<file path="config.mk">
export PLATFORM = sky130hd
export DESIGN_NAME = col_pair_feeder_flat
export DESIGN_NICKNAME = d
export VERILOG_FILES = /design/src/rtl/col_feeder_pkg.sv /design/src/rtl/col_pair_feeder_if.sv /design/src/rtl/col_result_fifo.sv /design/src/rtl/col_pair_feeder.sv /design/src/flat_wrapper.sv
export SDC_FILE = /design/constraint.sdc
export NUM_CORES = 1
export LEC_CHECK = 0
export ABC_AREA = 1
export ABC_CLOCK_PERIOD_IN_PS = 1700
export BUFFER_PORTS_ARGS = -buffer_cell sky130_fd_sc_hd__clkbuf_2
export CORE_AREA = 2 2 223 445
export CTS_CLUSTER_SIZE = 16
export DETAILED_ROUTE_END_ITERATION = 8
export DIE_AREA = 0 0 225 447
export PLACE_DENSITY = 0.71
export REMOVE_ABC_BUFFERS = 1
export SYNTH_ARGS = -nofsm -noshare
export SYNTH_HDL_FRONTEND = slang
export SYNTH_SLANG_ARGS = --single-unit
</file>
<file path="constraint.sdc">
create_clock -name clk -period 1.7 [get_ports clk]
set_input_delay 0.17 -clock clk [delete_from_list [all_inputs] [get_ports clk]]
set_output_delay 0.17 -clock clk [all_outputs]
set_load 0.02 [all_outputs]
</file>
<file path="src/rtl/col_feeder_pkg.sv">
// Shared constants and types for the column-pair operand feeder.
// Build option FEEDER_TAG_EN adds a 4-bit sequence tag to every result.
package col_feeder_pkg;

  localparam int WORD_W        = 32;
  localparam int COL_W         = 256;
  localparam int RES_W         = 10;
  localparam int DUT_LAT       = 1;
  localparam int FIFO_DEPTH    = 4;
  localparam int BEATS_PER_COL = COL_W / WORD_W;
  localparam int TAG_W         = 4;

`ifdef FEEDER_TAG_EN
  localparam int TAG_EXT = TAG_W;
`else
  localparam int TAG_EXT = 0;
`endif

  typedef enum logic [1:0] {
    LOAD0 = 2'd0,
    LOAD1 = 2'd1,
    ISSUE = 2'd2
  } feeder_state_e;

endpackage

</file>
<file path="src/rtl/col_pair_feeder_if.sv">
// Word-in / result-out stream bundle of the column-pair feeder.
// MW is RES_W, or RES_W+TAG_W when FEEDER_TAG_EN is defined.
interface col_pair_feeder_if #(
  parameter int WORD_W = col_feeder_pkg::WORD_W,
  parameter int MW     = col_feeder_pkg::RES_W + col_feeder_pkg::TAG_EXT
);
  // Both streams: a beat transfers on a rising edge where valid && ready; the
  // source holds data stable while valid is high and ready is low, and valid
  // never depends combinationally on ready.
  logic              s_valid;
  logic              s_ready;
  logic [WORD_W-1:0] s_data;
  logic              m_valid;
  logic              m_ready;
  logic [MW-1:0]     m_data;

  modport master (
    output s_valid, s_data, m_ready,
    input  s_ready, m_valid, m_data
  );

  modport slave (
    input  s_valid, s_data, m_ready,
    output s_ready, m_valid, m_data
  );
endinterface

</file>
<file path="src/rtl/col_result_fifo.sv">
// Synchronous show-ahead FIFO holding compute-unit results.
// DEPTH must be a power of two so the pointers wrap naturally.
module col_result_fifo #(
  parameter  int WIDTH = 10,
  parameter  int DEPTH = 4,
  localparam int CW    = $clog2(DEPTH) + 1
) (
  input  logic             clk,
  input  logic             rst_n,
  input  logic             push,
  input  logic [WIDTH-1:0] push_data,
  input  logic             pop,
  output logic [WIDTH-1:0] pop_data,
  output logic [CW-1:0]    count,
  output logic             empty,
  output logic             full
);
  localparam int AW = (DEPTH > 1) ? $clog2(DEPTH) : 1;

  logic [WIDTH-1:0] mem [DEPTH];
  logic [AW-1:0]    wr_ptr;
  logic [AW-1:0]    rd_ptr;
  logic             do_pop;

  assign do_pop   = pop && !empty;
  assign empty    = (count == '0);
  assign full     = (count == CW'(DEPTH));
  assign pop_data = mem[rd_ptr];

  always_ff @(posedge clk) begin
    if (push) mem[wr_ptr] <= push_data;
  end

  always_ff @(posedge clk or negedge rst_n) begin
    if (!rst_n) begin
      wr_ptr <= '0;
      rd_ptr <= '0;
      count  <= '0;
    end else begin
      if (push)   wr_ptr <= wr_ptr + AW'(1);
      if (do_pop) rd_ptr <= rd_ptr + AW'(1);
      case ({push, do_pop})
        2'b10:   count <= count + CW'(1);
        2'b01:   count <= count - CW'(1);
        default: ;
      endcase
    end
  end

  // The feeder's credit scheme must make this unreachable.
  a_no_overflow: assert property (@(posedge clk) disable iff (!rst_n) !(push && full));

endmodule

</file>
<file path="src/rtl/col_pair_feeder.sv">
// Assembles col0/col1 from a word stream, issues them to the column compute unit,
// tracks its latency and buffers results. FEEDER_TAG_EN prepends a sequence tag.
module col_pair_feeder #(
  parameter int WORD_W     = col_feeder_pkg::WORD_W,
  parameter int COL_W      = col_feeder_pkg::COL_W,
  parameter int RES_W      = col_feeder_pkg::RES_W,
  parameter int DUT_LAT    = col_feeder_pkg::DUT_LAT,
  parameter int FIFO_DEPTH = col_feeder_pkg::FIFO_DEPTH
) (
  input  logic             clk,
  input  logic             rst_n,
  col_pair_feeder_if.slave bus,
  output logic [COL_W-1:0] in_col0,
  output logic [COL_W-1:0] in_col1,
  input  logic [RES_W-1:0] comp_out,
  output logic             busy,
  output logic [1:0]       dbg_state
);
  import col_feeder_pkg::*;

  localparam int BEATS = COL_W / WORD_W;
  localparam int BW    = (BEATS > 1) ? $clog2(BEATS) : 1;
  localparam int CW    = $clog2(FIFO_DEPTH) + 1;
  localparam int MW    = RES_W + TAG_EXT;

  localparam logic [1:0] ST_LOAD0 = LOAD0;
  localparam logic [1:0] ST_LOAD1 = LOAD1;
  localparam logic [1:0] ST_ISSUE = ISSUE;

  logic [1:0]         state;
  logic [BW-1:0]      beat;
  logic               rdy_q;
  logic [COL_W-1:0]   sh0;
  logic [COL_W-1:0]   sh1;
  logic [DUT_LAT-1:0] vline;
  logic [CW-1:0]      inflight;
  logic [CW-1:0]      fifo_count;
  logic               fifo_empty;
  logic               fifo_full;
  logic               accept;
  logic               issue;
  logic               capture;
  logic               pop;
  logic [MW-1:0]      push_data;
  logic [MW-1:0]      head;

  // rdy_q keeps s_ready low for the first cycle out of reset.
  assign bus.s_ready = rdy_q && (state != ST_ISSUE);
  assign accept      = bus.s_valid && bus.s_ready;
  assign capture     = vline[DUT_LAT-1];

  always_comb begin
    inflight = '0;
    for (int i = 0; i < DUT_LAT; i++) inflight = inflight + CW'(vline[i]);
  end

  // Credit = FIFO_DEPTH - (buffered + in flight); every issued op has a reserved slot.
  assign issue = (state == ST_ISSUE) && ((fifo_count + inflight) < CW'(FIFO_DEPTH)) && !fifo_full;

  always_ff @(posedge clk or negedge rst_n) begin
    if (!rst_n) begin
      state   <= ST_LOAD0;
      beat    <= '0;
      rdy_q   <= 1'b0;
      sh0     <= '0;
      sh1     <= '0;
      in_col0 <= '0;
      in_col1 <= '0;
      vline   <= '0;
    end else begin
      rdy_q <= 1'b1;
      vline <= (vline << 1) | DUT_LAT'(issue);
      if (accept) begin
        for (int k = 0; k < BEATS; k++) begin
          if (beat == BW'(k)) begin
            if (state == ST_LOAD0) sh0[k*WORD_W +: WORD_W] <= bus.s_data;
            else                   sh1[k*WORD_W +: WORD_W] <= bus.s_data;
          end
        end
        if (beat == BW'(BEATS - 1)) begin
          beat  <= '0;
          state <= (state == ST_LOAD0) ? ST_LOAD1 : ST_ISSUE;
        end else begin
          beat <= beat + BW'(1);
        end
      end
      if (issue) begin
        in_col0 <= sh0;
        in_col1 <= sh1;
        state   <= ST_LOAD0;
      end
    end
  end

`ifdef FEEDER_TAG_EN
  logic [TAG_W-1:0] tag_cnt;
  logic [TAG_W-1:0] tag_line [DUT_LAT];

  // The tag shifts alongside the valid line so it reaches the FIFO with its result.
  always_ff @(posedge clk or negedge rst_n) begin
    if (!rst_n) begin
      tag_cnt <= '0;
      for (int i = 0; i < DUT_LAT; i++) tag_line[i] <= '0;
    end else begin
      tag_line[0] <= tag_cnt;
      for (int i = 1; i < DUT_LAT; i++) tag_line[i] <= tag_line[i-1];
      if (issue) tag_cnt <= tag_cnt + TAG_W'(1);
    end
  end

  assign push_data = {tag_line[DUT_LAT-1], comp_out};
`else
  assign push_data = comp_out;
`endif

  col_result_fifo #(
    .WIDTH (MW),
    .DEPTH (FIFO_DEPTH)
  ) u_fifo (
    .clk       (clk),
    .rst_n     (rst_n),
    .push      (capture),
    .push_data (push_data),
    .pop       (pop),
    .pop_data  (head),
    .count     (fifo_count),
    .empty     (fifo_empty),
    .full      (fifo_full)
  );

  assign pop         = !fifo_empty && bus.m_ready;
  assign bus.m_valid = !fifo_empty;
  assign bus.m_data  = fifo_empty ? '0 : head;
  assign busy        = (state != ST_LOAD0) || (beat != '0) || (inflight != '0) || (fifo_count != '0);
  assign dbg_state   = state;

endmodule

</file>
<file path="src/flat_wrapper.sv">
// flat-port wrapper written by rule: the top's interface ports become plain ports
module col_pair_feeder_flat import col_feeder_pkg::*;
#(
  parameter int WORD_W     = col_feeder_pkg::WORD_W,
  parameter int COL_W      = col_feeder_pkg::COL_W,
  parameter int RES_W      = col_feeder_pkg::RES_W,
  parameter int DUT_LAT    = col_feeder_pkg::DUT_LAT,
  parameter int FIFO_DEPTH = col_feeder_pkg::FIFO_DEPTH
)
  (clk, rst_n, in_col0, in_col1, comp_out, busy, dbg_state, bus_s_valid, bus_s_data, bus_m_ready, bus_s_ready, bus_m_valid, bus_m_data);
  col_pair_feeder_if #(.WORD_W(WORD_W), .MW((RES_W + TAG_EXT))) bus_i ();
  input  logic clk;
  input  logic rst_n;
  output logic [COL_W-1:0] in_col0;
  output logic [COL_W-1:0] in_col1;
  input  logic [RES_W-1:0] comp_out;
  output logic busy;
  output logic [1:0] dbg_state;
  input wire logic [$bits(bus_i.s_valid)-1:0] bus_s_valid;
  input wire logic [$bits(bus_i.s_data)-1:0] bus_s_data;
  input wire logic [$bits(bus_i.m_ready)-1:0] bus_m_ready;
  output wire logic [$bits(bus_i.s_ready)-1:0] bus_s_ready;
  output wire logic [$bits(bus_i.m_valid)-1:0] bus_m_valid;
  output wire logic [$bits(bus_i.m_data)-1:0] bus_m_data;
  assign bus_i.s_valid = bus_s_valid;
  assign bus_i.s_data = bus_s_data;
  assign bus_i.m_ready = bus_m_ready;
  assign bus_s_ready = bus_i.s_ready;
  assign bus_m_valid = bus_i.m_valid;
  assign bus_m_data = bus_i.m_data;
  col_pair_feeder #(.WORD_W(WORD_W), .COL_W(COL_W), .RES_W(RES_W), .DUT_LAT(DUT_LAT), .FIFO_DEPTH(FIFO_DEPTH)) u_core (.clk(clk), .rst_n(rst_n), .bus(bus_i), .in_col0(in_col0), .in_col1(in_col1), .comp_out(comp_out), .busy(busy), .dbg_state(dbg_state));
endmodule
</file>
# Word-level counts from Yosys, hierarchy flattened
# Memory sizes are Yosys's and may differ from the RTL's.
# Index checks and enable logic that the tools add are counted.
dict set report op_classes {
  mux 9
  order_cmp 1
  add_sub_neg 6
  n_eq_ne 12
  reduce_logical 37
  bitwise 1
}
# op count
set op_table {}
lappend op_table {{AND reduction 3 bit} 16}
lappend op_table {{equality test 3 bit (second input constant)} 5}
lappend op_table {{two-way mux 10 bit} 1}
lappend op_table {{two-way mux 2 bit} 4}
lappend op_table {{nonzero test 2 bit} 4}
lappend op_table {{adder 3 x 1 -> 3 bit (second input constant)} 2}
lappend op_table {{equality test 3 x 2 -> 1 bit (second input constant)} 2}
lappend op_table {{logical AND 1 bit} 6}
lappend op_table {{logical NOT 3 bit} 2}
lappend op_table {{case mux 3 bit (2 select lines)} 1}
lappend op_table {{nonzero test 3 bit} 2}
lappend op_table {{adder 2 x 1 -> 2 bit (second input constant)} 2}
lappend op_table {{equality test 2 bit (second input constant)} 2}
lappend op_table {{adder 3 x 1 -> 3 bit} 1}
lappend op_table {{equality test 3 x 1 -> 1 bit (second input constant)} 1}
lappend op_table {{logical OR 1 bit} 3}
lappend op_table {{< comparator 3 bit (second input constant)} 1}
lappend op_table {{two-way mux 3 bit} 1}
lappend op_table {{subtractor 3 x 1 -> 3 bit (second input constant)} 1}
lappend op_table {{equality test 2 x 1 -> 1 bit (second input constant)} 1}
lappend op_table {{logical NOT 1 bit} 2}
lappend op_table {{logical NOT 2 bit} 1}
lappend op_table {{two-way mux 1 bit} 2}
lappend op_table {{!= test 2 bit (second input constant)} 1}
lappend op_table {{2 further kinds} 2}
dict set report totals {
  inputBits 46
  memories 1
  output_inout_bits 527
  ff_bits 1038
  word_cells 92
  ramBits 40
}
# memory words width rd rd_clocked_by_memory_dff write_ports line_no
set memory_table {}
lappend memory_table {u_core.u_fifo.mem 4 10 1 0 1 col_result_fifo.sv:20} ;# logic [WIDTH-1:0] mem [DEPTH];

# Logic depth before layout (Yosys ltp)
dict set report depth {
  depth_word 6
  mapped_depth 10
  depth_no_buf 10
}

# Cells and area by module
# A second synthesis with hierarchy kept.
dict set report unflattened {
  cells_unflattened 4425
  hier_area_um2 41389.7
}
# mod instances seq_area_each_um2 area_each_um2 cells_per_inst
set modules_own_cells {}
lappend modules_own_cells {col_pair_feeder 1 25799.7 39307.7 4250}
lappend modules_own_cells {col_result_fifo 1 1376.3 2082.0 175}

# Worst setup path before layout
# Ideal clock, no wire load.
dict set report synth_path {
  path_type {register -> register}
  startpoint {register u_core.u_fifo.count[0]}
  endpoint {register u_core.u_fifo.count[2]}
  period_less_slack_ns 2.042
  setup_ns 0.079
  arrival_ns 1.963
  n_path_buf 0
  path_stages_with_launch 11
  setup_slack_ns -0.342
  required_ns 1.621
  cell_sequence {dfrtp_1 > inv_1 > nand3_1 > nand2_1 > inv_1 > ha_1 > inv_1 > fa_1 > or2_2 > nand2_1 > xor2_1}
}
dict set report synth_via {
  elab_chain_len 6
  word_cells_on_any_way 10
  classes_between {add/sub (2); eq/ne (2); mux (1); reduce/logical (5)}
}
# element line_no
set synth_lines {}
lappend synth_lines {{start: declaration} col_result_fifo.sv:14} ;# output logic [CW-1:0] count,
lappend synth_lines {{start signal: assignment} col_result_fifo.sv:43} ;# 2'b10: count <= count + CW'(1);
lappend synth_lines {{start signal: assignment} col_result_fifo.sv:44} ;# 2'b01: count <= count - CW'(1);
lappend synth_lines {{logical NOT 3 bit *} col_result_fifo.sv:26} ;# assign empty = (count == '0);
lappend synth_lines {{logical NOT 1 bit *} n/a}
lappend synth_lines {{net bus_m_valid} flat_wrapper.sv:23} ;# output wire logic [$bits(bus_i.m_valid)-1:0] bus_m_valid;
lappend synth_lines {{logical AND 1 bit} col_pair_feeder.sv:131} ;# assign pop = !fifo_empty && bus.m_ready;
lappend synth_lines {{logical AND 1 bit *} col_result_fifo.sv:25} ;# assign do_pop = pop && !empty;
lappend synth_lines {{net u_core.u_fifo.do_pop} col_result_fifo.sv:23} ;# logic do_pop;
lappend synth_lines {{equality test 2 x 1 -> 1 bit or equality test 2 bit (tied branches)} col_result_fifo.sv:42} ;# case ({push, do_pop})
lappend synth_lines {{case mux 3 bit (2 select lines) or nonzero test 2 bit (tied branches)} n/a}
# Mark *: on every way through the listed nets, which the timed path passes. The rest lies on a longest branch.
# A chain may end at the register's enable or synchronous reset.

# Worst setup path after layout
dict set report layout_path {
  startpoint {register u_core.u_fifo.rd_ptr[0]}
  endpoint {output port bus_m_data[1]}
}
dict set report layout_via {
  elab_chain_len 2
}
# element line_no
set layout_lines {}
lappend layout_lines {{start: declaration} col_result_fifo.sv:22} ;# logic [AW-1:0] rd_ptr;
lappend layout_lines {{start signal: assignment} col_result_fifo.sv:41} ;# if (do_pop) rd_ptr <= rd_ptr + AW'(1);
lappend layout_lines {{memory (4 x 10 bit)} n/a}
lappend layout_lines {{two-way mux 10 bit} col_pair_feeder.sv:133} ;# assign bus.m_data = fifo_empty ? '0 : head;
lappend layout_lines {{end: declaration} flat_wrapper.sv:24} ;# output wire logic [$bits(bus_i.m_data)-1:0] bus_m_data;
# No other way between the ends.

==> reports/metrics.yaml <==
outcome:
  status: "complete, but fails checks"
  failed_checks: "setup timing"
worst_setup_path:
  crit_top_cell: "nor2_1"
  crit_path_end_kind: "primary output"
  cp_slowest_cell: "dfrtp_2"
  crit_chain: "nor2_1, nor2_1, o21ai_0, a21oi_1, clkbuf_2"
  crit_fanout: 7
  startpoint: "u_core.u_fifo.rd_ptr[0]"
  required_ps: 1530
  worstPathArrival_ps: 2050
  crit_type: "flop to primary output"
  r2r-start: "u_core.beat[1]"
  startpoint_type: "flop"
  max_stage_delay_ps: 500
timing:
  fin_ws_ps: -518
  tightest_slew_ps: 1070
  slew_headroom_pct: 28.4
  fmax_ghz: 0.451
  finalSetupViolCount: 676
  skew_ps: 27.8
  finalMaxSlewViolations: 0
  hold_viol_final: 0
  fin_crit_ps: 2220
  period_share_pct: 130
  rsz0062_at_grt: "yes"
clocking:
  clkTransAtPathRegs_ps: 70
  clk_latency_ps: 720
  h-tree-depth: 3
  clock-sinks: 1078
  cts_tree: "done"
  cts_root_buf: "clkbuf_16"
  cts_made_buffers: 93
  clockBufferDepth: 3
floorplan:
  ios: 573
  die_w_um: 225
  die_h_um: 447
  initial_core_util_pct: 44.8
  row_count: 162
  die-area_mm2: 0.101
  core-area_mm2: 0.0971
logic_synthesis:
  seq_area_frac_synth_pct: 62.5
  syn_area_mm2: 0.0435
  synth_top_area_share_pct: 59.7
  synthTopCellsByArea: "dfrtp_1, nand2_1, nand4_1"
  ys_types: 26
  synth_top_area_cell: "dfrtp_1"
  yosysWarnings: 0
  synth_seq_cells: 1078
  synthCells: 4796
  avgSynthCellArea_um2: 9.07
hold_path:
  hp-class: "input port to flop"
  min_from: "bus_s_data[31]"
global_route:
  antenna_found_initial: 5
  gr-usage-all-layers_pct: 29.3
  grt_start_max_net_pins: 109
  grt_pass1_vias: 36500
  grt_pass1_wl_um: 223000
  grt.overflow.total: 0
power_and_ir_drop:
  ir_drop_mv: 0.974
  p_per_area_mw_per_mm2: 1590
  p_leak_nw: 29.7
drt:
  routedWlPerCell_um: 22.1
  vias_per_cell: 5.61
  drt_wl_total_um: 148000
  drc: 0
  final_antenna_net_count: 0
  num_vias: 37600
  drt_pass1_iterations: 6
  dr.first_iter.drc_count: 3664
finish:
  nets: 5454
  layout_commonest_cell: "nand2_1"
  final_layout_size_suffix_gt1_share_pct: 21.3
  final_cell_mix: "nand2_1, dfrtp_1, clkbuf_2, nand4_1, o21ai_0"
  area_growth_pct: 24.6
  stdcell_count: 6705
place:
  gp_congestion: 0.839
  post-place-ws_ps: -334
  place_hpwl_um: 95200
  io_buffers: 572
  place_inst: 6448
flow_run:
  maxCapViolCount: 0
-- layer usage --
metal / vias to the layer above / GRT usage [%] / wire, um
met3: 382 / 5.49 / 11400
met2: 1828 / 46.6 / 69400
met5: - / 0 / 0
met1: 18500 / 37.4 / 57800
li1: 17000 / - / -
met4: 0 / 17.1 / 9500
-- per-stage QoR --
step	TNS (ps)	power [mW]	hold WS [ps]	cell area (um^2)	utilization, %
6_report	-54320	86.2	55.0	54200	55.8
5_1_grt	-135000	90.6	13.1	54200	55.8
4_1_cts	-36300	86.0	0.562	54100	55.7
3_5_place_dp	-51170	62.0	95.4	49500	51.0
3_3_place_gp	-32950	61.1	97.2	49500	51.0
2_1_floorplan	-	49.0	-126	41600	-
-- synthesized netlist by cell type --
master	number
ha_1	11
xnor2_1	1
nand2_1	2083
nand3_1	5
nand4_1	514
nor2_2	10
o21ai_0	536
conb_1	1
clkbuf_1	295
nor2_4	2
buf_1	22
dfrtp_1	1038
o21ai_1	2
or2_2	1
edfxtp_1	40
buf_4	9
inv_2	3
nand4_2	1
buf_2	127
nand2_2	1
nor2_1	51
fa_1	1
xor2_1	3
nor3_1	1
a21oi_1	12
inv_1	26
-- registers in the layout (all words and copies together) (netlist names), 3 cells and up --
signal / cells
u_core.in_col1: 256
u_core.in_col0: 256
u_core.u_fifo.count: 3
u_core.u_fifo.mem: 40
u_core.beat: 3
u_core.sh0: 256
u_core.sh1: 256
-- cell type report --
cell class,count,area [um^2]
fill,8233,42900
sequential,1078,27200
multi-input combinational,3237,14700
timing repair buffer,957,7410
clock buffer,122,2560
tap,1230,1540
clock inverter,49,678
inverter,29,124
antenna,3,7.51
-- cells by family (layout without fill, tap and decap cells) --
kind of cell | count (synthesis) | count (layout) | share of synthesized area, %
AO/OA/AOI/OAI | 550 | 550 | 6.33
buffers and inverters | 482 | 1157 | 4.60
adder cells (fa/ha/maj) | 12 | 12 | 0.362
other | 1 | 4 | 0.00862
flip-flops | 1078 | 1078 | 62.5
XOR/XNOR | 4 | 4 | 0.0806
AND/OR/NAND/NOR | 2669 | 2670 | 26.1
-- final timing paths --
check                                       to  depth (start not counted)  slack, ps
min reg2reg                 u_core.in_col0[79]                          2        470
max                              bus_m_data[1]                          5       -520
max in group asynchronous      u_core.sh1[193]                          3        660
max reg2reg                    u_core.sh0[237]                         10       -240
min                            u_core.sh1[191]                          3         60
min in group asynchronous  u_core.in_col1[191]                          3        280
-- power breakdown --
group | switching [mW] | internal, mW | total (mW)
Sequential | 4.77 | 33.1 | 37.8
Clock | 10.0 | 12.8 | 22.8
Combinational | 17.0 | 8.58 | 25.6
Total | 31.8 | 54.5 | 86.2
-- worst max-delay path, delay by kind of cell, from the launching register on --
kind | cells | cell delay [ps]
flip-flops | 1 | 500
AO/OA/AOI/OAI | 2 | 410
buffers and inverters | 1 | 240
AND/OR/NAND/NOR | 2 | 190
-- repair_timing --
item	in CTS	in global routing
setup buffers	31	7
setup endpoints to repair	631	1022
hold buffers	36	0
pin swaps	36	37
gates cloned	12	1
gates resized for setup	139	69
endpoints found under the hold margin	1310	0
Note: power is estimated with default switching activity, not from simulation.
